## src/rtl/clk_gate_pkg.sv

```systemverilog
// Shared definitions for the clock-gate enable controller: state encoding and counter width default.
// Latency: n/a (types and constants only).
// Backpressure: n/a.
package clk_gate_pkg;

  // State encoding is fixed so that E/ACK decode and debug probes stay stable across revisions.
  localparam logic [1:0] ST_OFF  = 2'd0;
  localparam logic [1:0] ST_WAKE = 2'd1;
  localparam logic [1:0] ST_ON   = 2'd2;
  localparam logic [1:0] ST_IDLE = 2'd3;

  // Default width of the shared wake/idle down-counter.
  localparam int CNT_W_DEF = 4;

  typedef enum logic [1:0] {
    S_OFF  = ST_OFF,
    S_WAKE = ST_WAKE,
    S_ON   = ST_ON,
    S_IDLE = ST_IDLE
  } state_t;

  // Gate enable is high in every state except OFF.
  function automatic logic gate_en(input state_t s);
    return (s != S_OFF);
  endfunction

  // The gated clock is declared stable once the wake-up delay has elapsed.
  function automatic logic gate_ack(input state_t s);
    return (s == S_ON) || (s == S_IDLE);
  endfunction

endpackage

```

## src/rtl/clk_gate_sat_cnt.sv

```systemverilog
// Saturating up-counter with synchronous clear; used for the gated-cycle statistic.
// Latency: count visible one edge after the increment/clear is sampled.
// Backpressure: none; holds at all-ones instead of wrapping.
module clk_gate_sat_cnt #(
  parameter int W = 16
) (
  input  logic         clk,
  input  logic         rst_n,
  input  logic         clr,
  input  logic         inc,
  output logic [W-1:0] cnt
);

  // Clear wins over increment; increment stops at all-ones so the value never wraps to a misleading small number.
  always_ff @(posedge clk or negedge rst_n) begin
    if (!rst_n) begin
      cnt <= '0;
    end else if (clr) begin
      cnt <= '0;
    end else if (inc && (cnt != '1)) begin
      cnt <= cnt + W'(1);
    end
  end

endmodule

```

## src/rtl/clk_gate_ctrl.sv

```systemverilog
// Activity-based E/SE generator for one gated clock domain (optional stats under CLK_GATE_CTRL_STATS_EN).
// Latency: E one edge after activity from OFF, ACK WAKE_CYC edges later; E drops IDLE_CYC+1 edges after last activity.
// Backpressure: none; REQ/BUSY/FORCE are level activity hints, ACK tells the requester the clock is stable.
module clk_gate_ctrl
  import clk_gate_pkg::*;
#(
  parameter int WAKE_CYC = 4,
  parameter int IDLE_CYC = 8,
  parameter int CNT_W    = CNT_W_DEF
`ifdef CLK_GATE_CTRL_STATS_EN
  ,
  parameter int STAT_W   = 16
`endif
) (
  input  logic              CLK,
  input  logic              RST_N,
  input  logic              REQ,
  input  logic              BUSY,
  input  logic              FORCE,
  input  logic              SCAN_EN,
  output logic              E,
  output logic              SE,
  output logic              ACK
`ifdef CLK_GATE_CTRL_STATS_EN
  ,
  input  logic              STAT_CLR,
  output logic [STAT_W-1:0] GATED_CNT
`endif
);

  // Reload values for the shared down-counter; a counter value of 0 marks the final cycle of each phase.
  localparam logic [CNT_W-1:0] WAKE_LD = CNT_W'(WAKE_CYC - 1);
  localparam logic [CNT_W-1:0] IDLE_LD = CNT_W'(IDLE_CYC - 1);

  state_t           state;
  state_t           state_nxt;
  logic [CNT_W-1:0] cnt;
  logic [CNT_W-1:0] cnt_nxt;
  logic             act;

  // Any of the three sources counts as activity; FORCE simply holds activity high.
  assign act = REQ | BUSY | FORCE;

  // Scan enable bypasses the controller entirely; the gate cell ORs it into its own enable.
  assign SE = SCAN_EN;

  // Next-state and counter update; WAKE deliberately ignores act so a started wake-up always completes.
  always_comb begin
    state_nxt = state;
    cnt_nxt   = cnt;
    case (state)
      S_OFF: begin
        if (act) begin
          state_nxt = S_WAKE;
          cnt_nxt   = WAKE_LD;
        end
      end
      S_WAKE: begin
        if (cnt == '0) begin
          state_nxt = S_ON;
        end else begin
          cnt_nxt = cnt - CNT_W'(1);
        end
      end
      S_ON: begin
        if (!act) begin
          state_nxt = S_IDLE;
          cnt_nxt   = IDLE_LD;
        end
      end
      S_IDLE: begin
        // Activity on the terminal-count edge still wins: back to ON rather than OFF.
        if (act) begin
          state_nxt = S_ON;
        end else if (cnt == '0) begin
          state_nxt = S_OFF;
        end else begin
          cnt_nxt = cnt - CNT_W'(1);
        end
      end
      default: begin
        state_nxt = S_OFF;
        cnt_nxt   = '0;
      end
    endcase
  end

  // State, counter and outputs registered together; E/ACK decode the next state so they align with it.
  always_ff @(posedge CLK or negedge RST_N) begin
    if (!RST_N) begin
      state <= S_OFF;
      cnt   <= '0;
      E     <= 1'b0;
      ACK   <= 1'b0;
    end else begin
      state <= state_nxt;
      cnt   <= cnt_nxt;
      E     <= gate_en(state_nxt);
      ACK   <= gate_ack(state_nxt);
    end
  end

`ifdef CLK_GATE_CTRL_STATS_EN
  // Count every edge spent with the domain gated off.
  clk_gate_sat_cnt #(
    .W(STAT_W)
  ) u_gated_cnt (
    .clk  (CLK),
    .rst_n(RST_N),
    .clr  (STAT_CLR),
    .inc  (state == S_OFF),
    .cnt  (GATED_CNT)
  );
`else
  // Statistics build option off: no counter, no extra ports, FSM unchanged.
`endif

endmodule

```

## config.mk

```make
export PLATFORM = sky130hd
export DESIGN_NAME = clk_gate_ctrl
export DESIGN_NICKNAME = d
export VERILOG_FILES = /design/src/rtl/clk_gate_pkg.sv /design/src/rtl/clk_gate_sat_cnt.sv /design/src/rtl/clk_gate_ctrl.sv
export SDC_FILE = /design/constraint.sdc
export NUM_CORES = 1
export LEC_CHECK = 0
export ABC_AREA = 1
export BUFFER_PORTS_ARGS = -buffer_cell sky130_fd_sc_hd__buf_2
export CORE_MARGIN = 10
export CORE_UTILIZATION = 30
export DETAILED_ROUTE_END_ITERATION = 8
export GPL_TIMING_DRIVEN = 0
export PLACE_DENSITY_LB_ADDON = 0.1
export SETUP_SLACK_MARGIN = 0.05
export SYNTH_ARGS = -nofsm -noshare
export SYNTH_HDL_FRONTEND = slang
export SYNTH_HIERARCHICAL = 1
export SYNTH_SLANG_ARGS = --single-unit
```

## constraint.sdc

```tcl
create_clock -name CLK -period 4.2 [get_ports CLK]
set_clock_uncertainty 0.2 [all_clocks]
set_input_delay 0.63 -clock CLK [delete_from_list [all_inputs] [get_ports CLK]]
set_output_delay 0.63 -clock CLK [all_outputs]
set_load 0.01 [all_outputs]
```

Yosys cells after proc, flatten, opt, wreduce, memory -nomap -nowiden
Index checks and enable logic that the tools add are counted.

Register bits after elaboration: 8. Input port bits: 6.

Add/subtract/negate cells: 1. Eq/ne operators: 8. Mux-type cells: 11. Bitwise operators: 2. Reduce and logical (&&, ||, !) cells: 5.

Operators by type and width (count): 4-bit two-way mux (4); 4-bit one-hot mux with 4 select lines (1); 2-bit two-way mux (5); 2-bit == test, second input constant (4); 2-bit one-hot mux with 4 select lines (1); 2-bit inequality test, second input constant (3); 4-bit logical NOT (1); 4-bit by 1-bit subtractor with 4-bit output, second input constant (1); 3-bit AND reduction (1); 2-bit by 1-bit == test with 1-bit output, second input constant (1); 2-bit logical NOT (1); 1-bit bitwise OR (2); 2-bit nonzero test (1); 1-bit logical OR (1).

Depth between registers and ports, before layout
Gate-level depths: netlist (run 1).

Depth in word-level cells: 6. Depth in mapped cells: 7.

Worst setup path after synthesis (run 1)
Ideal clock, no wire load.

Path kind: in2out. From: in SCAN_EN. To: out SE. Arrival time: 0.749 ns. Data required time: 3.370 ns. Path slack: 2.621 ns. Stages on the path: 1. Path buffers: 1. Cells stage by stage: buf_4.

RTL lines: start, declared (RTL line clk_gate_ctrl.sv:20) `input logic SCAN_EN,`; end, declared (RTL line clk_gate_ctrl.sv:22) `output logic SE,`.

No word-level cell between the ends.

Worst setup path after layout (run 1)
From: in SCAN_EN. To: out SE.

No word-level cell between the ends.

==> results.sh, run 1 <==
export IMPL_antenna_found_initial=0
export IMPL_p_leak_nw=0.2768
export IMPL_path_buf_inv=2
export IMPL_regArea_um2=200.2
export IMPL_yosysSeqAreaShare=0.4720
export IMPL_period_share=0.4027
export IMPL_netlist_instances=53
export IMPL_htreeDepth=1
export IMPL_crit_fanout=1
export IMPL_cts_buffer_depth=2
export IMPL_wl_um=772
export IMPL_clkLatencyLatePin_ns=0.25
export IMPL_placed_cell_area_um2=478.0
export IMPL_synth_area_leaders="dfrtp_1 47%, nand2_1 19%, inv_1 5.3%"
export IMPL_fillCellCount=137
export IMPL_clk_pin_slew_ns=0.05
export IMPL_syn_to_final_growth_pct=17.99
export IMPL_ys_warn_count=6
export IMPL_die_h_um=57.60
export IMPL_relSlewSlack=0.8512
export IMPL_path_delay_family="buffers and inverters"
export IMPL_crit_path_cell_trace="buf_4, buf_2"
export IMPL_finalCriticalPeriod_ns=1.691
export IMPL_dpl_hpwl_um=624
export IMPL_cts_root_buf="clkbuf_4"
export IMPL_hold_slack_ns=0.01416
export IMPL_syn_num_nets=60
export IMPL_drt_iter0_drc=6
export IMPL_top_level_ports=9
export IMPL_fp_dieArea_mm2=0.003318
export IMPL_via_count=326
export IMPL_grtUsageTotal=0.04655
export IMPL_core_mm2=0.001318
export IMPL_critPathKind="in -> out"
export IMPL_gp_congestion=0.6690
export IMPL_netlist_area_um2=424.2
export IMPL_wl_per_cell_um=9.897
export IMPL_cp_slowest_stage_delay_ns=0.13
export IMPL_synth_top_area_cell="dfrtp_1"
export IMPL_crit_arrival_ns=0.86
export IMPL_vdd_drop_max_v=0.0002341
export IMPL_post_route_util=0.3799
export IMPL_post_cts_resize_count=0
export IMPL_multi_input_area_um2=190.2
export IMPL_dr_pass1_iters=4
export IMPL_die_w_um=57.60
export IMPL_cts_made_buffers=3
export IMPL_tns_ns=0
export IMPL_grt_max_degree=9
export IMPL_synth_cell_type_count=15
export IMPL_synth_seq_cells=8
export IMPL_rows=13
export IMPL_grt_pass1_wl_um=1235
export IMPL_drv_cap=0
export IMPL_cts_hold_buf=0
export IMPL_final_nets=72
export IMPL_cp_required_ns=3.37
export IMPL_power_density_mw_per_mm2=717.6
export IMPL_rsz0062_at_grt="no"
export IMPL_worstMarginPinSlew_ns=0.2226
export IMPL_startpoint_type="primary input"
export IMPL_clock_sinks=8
export IMPL_cts_tree="done"
export IMPL_grt_pass1_vias=283
export IMPL_hold_viol=0
export IMPL_n_antenna_cell=0
export IMPL_postCtsSetupBuffers=0
export IMPL_drive_above_1_share=0.2857
export IMPL_avgSynthCellArea_um2=8.003
export IMPL_hp_class="in -> async"
export IMPL_fmax_mhz=591.3
export IMPL_stdcell_area_um2=500.5
export IMPL_overflow=0
export IMPL_initial_utilization=0.3219
export IMPL_setup_viol=0
export IMPL_outcome="finished, final reports clean"
export IMPL_avgViaCountPerCell=4.179
export IMPL_synth_top_area_share=0.4720
export IMPL_ant_nets=0
export IMPL_maxSlewViolCount=0
export IMPL_portBuffers=7
export IMPL_crit_path_end_kind="primary output"
export IMPL_drc_errors=0
export IMPL_slowest_stage="buf_2"
## path summary, 6_finish.rpt
path                           to    start  cells after the start  slack, ns
setup / recovery               SE  SCAN_EN                      2       2.51
hold / removal                ACK    RST_N                      1       0.01
setup reg to reg                E   cnt[0]                      5       2.70
hold reg to reg            cnt[0]   cnt[0]                      2       0.30
max in group asynchronous  cnt[2]    RST_N                      1       3.62
min in group CLK           cnt[0]   cnt[0]                      2       0.30
## Yosys cell counts (all sizes together)
cell and n:
nor2 4, inv 7, nand2 23, xnor2 1, ha 1, a21oi 2, nand3 5, dfrtp 8
nand4 1, buf 1
## cells by family after synthesis
| family | synth area share |
|---|---|
| buffers and inverters | 0.07964 |
| and+or+nand+nor | 0.3746 |
| DFF | 0.4720 |
| AOI/OAI and AO/OA | 0.02360 |
| adders and majority gates | 0.02949 |
| xor gates and xnor gates | 0.02065 |
## report_power, final
part	internal (mW)	switching, mW	leakage [nW]
Combinational	0.0623	0.0956	0.170
Clock	0.0326	0.0245	0.0138
Sequential	0.114	0.0303	0.0933
Total	0.209	0.150	0.277
## layout by cell type, fill, tap and decap left out
cell type / count
inv_1: 6
dfrtp_1: 8
nor2_4: 1
buf_4: 1
nand2_1: 22
buf_2: 7
ha_1: 1
clkbuf_4: 3
nand3_2: 1
nor2_2: 2
nand4_2: 1
nand2_2: 1
xnor2_1: 1
inv_2: 1
nand3_1: 4
nor2_1: 1
a21oi_1: 2
## cell type report
class,instances,share of cell area
flip-flops and latches,8,0.4000
multi-input cells,37,0.3800
repair buffers,7,0.07000
inverters,7,0.05250
clock buffers,3,0.04500
well taps,15,0.03750
plain buffers,1,0.01500
## state kept, by name, indices dropped and copies added, names as in the netlist
register,count
E,1
cnt,4
state,2
ACK,1
## per-layer routing
layer  up-vias  wire length, um  global-route usage
met5         -                0                   0
met4         0                0             0.03020
met3         0               89             0.02876
met2         6              323             0.06135
met1       138              360             0.05419
li1        182                -                   -
## through the flow
step	setup slack [ns]	power (mW)	instances
3_3_place_gp	2.455	0.3099	75
2_1_floorplan	2.621	0.2661	53
4_1_cts	2.507	0.3662	78
3_5_place_dp	2.479	0.3056	75
5_1_grt	2.494	0.3960	78
6_report	2.509	0.3591	78
No activity file was read; power rests on OpenSTA's default activity.
==> run 2: changes to the inputs <==
==> constraint.sdc (replaced) <==
create_clock -name CLK -period 1.4 [get_ports CLK]
set_clock_uncertainty 0.2 [all_clocks]
set_input_delay 0.21 -clock CLK [delete_from_list [all_inputs] [get_ports CLK]]
set_output_delay 0.21 -clock CLK [all_outputs]
set_load 0.01 [all_outputs]
==> results.sh, run 2 (synthesis gave the netlist of run 1 again) <==
export IMPL_core_mm2=0.001318
export IMPL_cp_slowest_stage_delay_ns=0.39
export IMPL_crit_path_end="cnt[3]"
export IMPL_period_share=0.9446
export IMPL_grt_pass1_vias=316
export IMPL_via_count=341
export IMPL_worstMarginPinSlew_ns=0.2572
export IMPL_crit_fanout=5
export IMPL_grtUsageTotal=0.05270
export IMPL_crit_arrival_ns=1.26
export IMPL_portBuffers=7
export IMPL_gp_congestion=0.6690
export IMPL_finalCriticalPeriod_ns=1.322
export IMPL_relSlewSlack=0.8285
export IMPL_hp_class="in -> async"
export IMPL_path_delay_family="flip-flops"
export IMPL_wl_per_cell_um=10.69
export IMPL_n_antenna_cell=0
export IMPL_maxSlewViolCount=0
export IMPL_avgViaCountPerCell=4.210
export IMPL_cts_buffer_depth=2
export IMPL_top_regs="cnt: 4 flops, state: 2 flops"
export IMPL_hold_viol=0
export IMPL_layout_common_cells="22 x nand2_1, 8 x dfrtp_1, 7 x buf_2"
export IMPL_largest_reg_flops=4
export IMPL_rrSetupSlack_ns=0.08
export IMPL_rows=13
export IMPL_gr_max_usage_layer="met2"
export IMPL_critPathKind="reg -> reg"
export IMPL_rsz0062_at_grt="yes"
export IMPL_cts_made_buffers=3
export IMPL_gr_usage_met2=0.07822
export IMPL_path_buf_inv=2
export IMPL_fmax_mhz=756.1
export IMPL_final_nets=75
export IMPL_cts_root_buf="clkbuf_4"
export IMPL_drv_cap=0
export IMPL_use_met3=0.02876
export IMPL_grt_pass1_wl_um=1400
export IMPL_fillCellCount=128
export IMPL_htreeDepth=1
export IMPL_die_w_um=57.60
export IMPL_r2r_end="cnt[3]"
export IMPL_dr_pass1_iters=4
export IMPL_path_depth=7
export IMPL_wl_um=866
export IMPL_regArea_um2=200.2
export IMPL_ff2ff_path_depth=7
export IMPL_critPathLaunch="cnt[0]"
export IMPL_ant_nets=0
export IMPL_initial_utilization=0.3219
export IMPL_final_common_cell="nand2_1"
export IMPL_fp_dieArea_mm2=0.003318
export IMPL_cts_tree="done"
export IMPL_startpoint_type="flop"
export IMPL_die_h_um=57.60
export IMPL_drc_errors=0
export IMPL_grt_max_degree=9
export IMPL_power_density_mw_per_mm2=2172
export IMPL_crit_path_cell_trace="inv_2, ha_4, nand4_4, inv_2, nor2_4, nand2_1, nand2_1"
export IMPL_clkLatencyLatePin_ns=0.25
export IMPL_finalNonFillerCells=81
export IMPL_slowest_stage="dfrtp_1"
export IMPL_p_leak_nw=0.2862
export IMPL_setup_viol=0
export IMPL_syn_to_final_growth_pct=31.86
export IMPL_drive_above_1_share=0.3636
export IMPL_clk_pin_slew_ns=0.05
export IMPL_multi_input_area_um2=224.0
export IMPL_use_met1=0.05788
export IMPL_top_level_ports=9
export IMPL_dpl_hpwl_um=624
export IMPL_placedCellCount=75
export IMPL_cp_required_ns=1.34
export IMPL_antenna_found_initial=0
export IMPL_vdd_drop_max_v=0.0007080
export IMPL_crit_path_end_kind="flop"
export IMPL_overflow=0
export IMPL_outcome="finished, final reports clean"
export IMPL_clock_sinks=8
export IMPL_r2r_start="cnt[0]"
export IMPL_regMostFlops="cnt"
export IMPL_drt_iter0_drc=2
export IMPL_hold_slack_ns=0.1328
==> run 2: final cells by class <==
class / count / share of cell area
Clock buffer: 3 / 0.04027
Multi-Input combinational cell: 37 / 0.4004
Buffer: 1 / 0.01342
Timing Repair Buffer: 10 / 0.1074
Inverter: 7 / 0.04698
Sequential cell: 8 / 0.3579
Tap cell: 15 / 0.03356
==> run 2: layer usage <==
metal / vias up / share of wire
li1: 188 / -
met2: 6 / 0.46
met4: 0 / 0
met3: 0 / 0.10
met5: - / 0
met1: 147 / 0.43
==> run 2: power by group <==
part           switching (mW)  internal, mW
Combinational           0.337         0.262
Sequential              0.101         0.341
Clock                  0.0745        0.0978
Total                   0.513         0.701
==> run 2: worst min path at each step <==
stage | end | slack [ns] | cells past startpoint | start
2_1_floorplan | ACK | -0.29 | 0 | RST_N
3_3_place_gp | ACK | -0.14 | 1 | RST_N
3_5_place_dp | ACK | -0.14 | 1 | RST_N
4_1_cts | state[1] | 0.12 | 5 | REQ
5_1_grt | cnt[0] | 0.14 | 2 | RST_N
6_report | state[0] | 0.13 | 2 | RST_N
==> run 2: stage by stage <==
step           setup TNS (ns)  cell area [um^2]  utilization  setup slack (ns)  power, mW
3_5_place_dp          -0.3160             478.0       0.3628          -0.09562     0.9169
4_1_cts                     0             536.8       0.4074           0.06148      1.168
3_3_place_gp          -0.4598             478.0       0.3628           -0.1241     0.9297
6_report                    0             559.3       0.4245           0.07750      1.215
5_1_grt                     0             559.3       0.4245           0.01402      1.331
2_1_floorplan               0             424.2            -           0.07232     0.7982
==> run 2: timing repair <==
item / 4_1_cts / 5_1_grt
endpoints found under the hold margin: 8 / 0
pin swaps: 1 / 1
gates resized for setup: 5 / 2
buffers inserted: 0 / 2
hold buffers: 1 / 0
setup endpoints to repair: 7 / 7
==> run 3: changes to the inputs <==
--- a/config.mk
+++ b/config.mk
@@ -10,10 +10,8 @@
 export CORE_MARGIN = 10
 export CORE_UTILIZATION = 30
 export DETAILED_ROUTE_END_ITERATION = 8
-export GPL_TIMING_DRIVEN = 0
 export PLACE_DENSITY_LB_ADDON = 0.1
 export SETUP_SLACK_MARGIN = 0.05
 export SYNTH_ARGS = -nofsm -noshare
 export SYNTH_HDL_FRONTEND = slang
-export SYNTH_HIERARCHICAL = 1
 export SYNTH_SLANG_ARGS = --single-unit
==> results.sh, run 3 <==
export IMPL_drv_cap=0
export IMPL_grt_max_degree=9
export IMPL_gp_congestion=0.7442
export IMPL_cp_required_ns=1.33
export IMPL_via_count=344
export IMPL_final_nets=75
export IMPL_ys_top_cells_by_count="22 x nand2_1, 8 x dfrtp_1, 6 x inv_1"
export IMPL_yosysMostFrequentCell="nand2_1"
export IMPL_cts_buffer_depth=2
export IMPL_synth_adder_area_share=0.02950
export IMPL_maxSlewViolCount=0
export IMPL_synth_xor_area_share=0.02065
export IMPL_power_density_mw_per_mm2=2270
export IMPL_worstMarginPinSlew_ns=0.1770
export IMPL_synth_top_area_share=0.4720
export IMPL_p_seq_frac=0.346
export IMPL_clock_sinks=8
export IMPL_final_common_cell="nand2_1"
export IMPL_layout_common_cells="22 x nand2_1, 7 x dfrtp_1, 6 x buf_2"
export IMPL_outcome="finished, final reports clean"
export IMPL_async_reset_ff_frac=1.000
export IMPL_netlist_instances=53
export IMPL_relSlewSlack=0.8820
export IMPL_synth_compound_area_frac=0.02360
export IMPL_yosysSeqAreaShare=0.4720
export IMPL_largest_reg_flops=4
export IMPL_avgViaCountPerCell=4.247
export IMPL_grt_pass1_vias=348
export IMPL_period_share=0.9148
export IMPL_top_regs="cnt: 4 flops, state: 2 flops"
export IMPL_synth_edff_count=0
export IMPL_critPathKind="reg -> reg"
export IMPL_rsz0062_at_grt="yes"
export IMPL_intPower_mw=0.7408
export IMPL_overflow=0
export IMPL_cts_made_buffers=3
export IMPL_regMostFlops="cnt"
export IMPL_drive_above_1_share=0.3939
export IMPL_clk_pin_slew_ns=0.06
export IMPL_die_w_um=57.60
export IMPL_hold_viol=0
export IMPL_worst_slack_ns=0.1193
export IMPL_drt_iter0_drc=8
export IMPL_wl_per_cell_um=11.01
export IMPL_n_antenna_cell=0
export IMPL_synth_area_leaders="dfrtp_1 47%, nand2_1 19%, inv_1 5.3%"
export IMPL_vdd_drop_max_v=0.0009879
export IMPL_startpoint_type="flop"
export IMPL_avgSynthCellArea_um2=8.003
export IMPL_dpl_hpwl_um=654.2
export IMPL_grt_pass1_wl_um=1497
export IMPL_core_mm2=0.001318
export IMPL_fp_dieArea_mm2=0.003318
export IMPL_crit_arrival_ns=1.22
export IMPL_setup_viol=0
export IMPL_drc_errors=0
export IMPL_synth_cell_type_count=15
export IMPL_ys_flop_type="dfrtp_1"
export IMPL_cts_root_buf="clkbuf_4"
export IMPL_htreeDepth=1
export IMPL_switching_power_mw=0.5259
export IMPL_syn_num_nets=60
export IMPL_post_place_ws_ns=-0.01590
export IMPL_netlist_area_um2=424.2
export IMPL_fmax_mhz=780.8
export IMPL_finalCriticalPeriod_ns=1.281
export IMPL_yosys_area_share_simple=0.3746
export IMPL_synth_seq_cells=8
export IMPL_antenna_found_initial=0
export IMPL_crit_fanout=5
export IMPL_p_total_mw=1.267
export IMPL_switching_share=0.4152
export IMPL_dr_pass1_iters=4
export IMPL_synth_top_family_by_area="simple AND/OR/NAND/NOR gates"
export IMPL_ys_warn_count=0
export IMPL_ant_nets=0
export IMPL_syn_to_final_growth_pct=31.56
export IMPL_portBuffers=6
export IMPL_grtUsageTotal=0.05704
export IMPL_top_level_ports=9
export IMPL_clkLatencyLatePin_ns=0.25
export IMPL_wl_um=892
export IMPL_p_comb_frac=0.519
export IMPL_hold_slack_ns=0.1222
export IMPL_synthMuxAreaShare=0
export IMPL_hp_class="in -> async"
export IMPL_initial_utilization=0.3219
export IMPL_synth_top_area_cell="dfrtp_1"
export IMPL_rows=13
export IMPL_cts_tree="done"
export IMPL_clock_power_share=0.135
export IMPL_crit_path_end_kind="flop"
export IMPL_die_h_um=57.60
export IMPL_p_leak_nw=0.2850
[run 3: repair_timing]
action,4_1_cts,5_1_grt
setup buffers,0,1
hold endpoints to repair,8,0
endpoints found under the setup margin,5,7
resized for setup,4,4
pin swaps,1,2
hold buffers,1,0
[run 3: final timing paths]
check,startpoint,end,slack (ns),cells past startpoint
worst max-delay path,cnt[0],cnt[2],0.12,7
worst min-delay path,RST_N,cnt[1],0.12,2
worst max register to register,cnt[0],cnt[2],0.12,7
worst min register to register,cnt[3],cnt[3],0.33,2
max in group asynchronous,RST_N,state[0],0.70,2
min in group CLK,REQ,state[1],0.14,5
[run 3: routing by layer]
metal	wire, um	vias up	global-route usage	part of all wire
met4	10	0	0.05369	0.011
met5	0	-	0	0
met3	73	2	0.02212	0.082
met2	407	6	0.08129	0.46
li1	-	189	-	-
met1	400	147	0.06265	0.45
[run 3: kinds of logic after synthesis]
group | after synthesis
adder cells (fa/ha/maj) | 1
AND/OR/NAND/NOR | 33
AO/OA/AOI/OAI | 2
flip-flops | 8
XOR/XNOR | 1
buffers and inverters | 8
[run 3: area by class of cell]
type | count | area [um^2]
clock buffers | 3 | 22.52
fillers | 136 | 759.5
inverters | 7 | 26.28
multi-input cells | 37 | 219.0
flip-flops and latches | 8 | 201.4
well taps | 15 | 18.77
repair buffers | 11 | 70.07
[run 3: metrics by stage]
stage	std cells	TNS, ns	instance area [um^2]	util
3_5_place_dp	76	-0.02139	488.0	0.3704
2_1_floorplan	53	0	424.2	-
6_report	81	0	558.0	0.4236
3_3_place_gp	76	0	488.0	0.3704
4_1_cts	80	0	546.8	0.4150
5_1_grt	81	0	558.0	0.4236
[run 3: power by group through the flow]
stage	Sequential, mW	Combinational (mW)	Clock, mW
final	0.438	0.657	0.171
after global routing	0.455	0.744	0.190
after CTS	0.431	0.624	0.179
after detailed placement	0.430	0.555	0
after global placement	0.437	0.564	0
after floorplan	0.435	0.363	0
[run 3: worst max-delay path: stages, from the launching register on]
cell     delay [ns]
dfrtp_1        0.39
inv_2          0.09
ha_4           0.16
nand4_4        0.09
inv_2          0.10
nor2_4         0.05
nand2_1        0.05
nand2_1        0.04
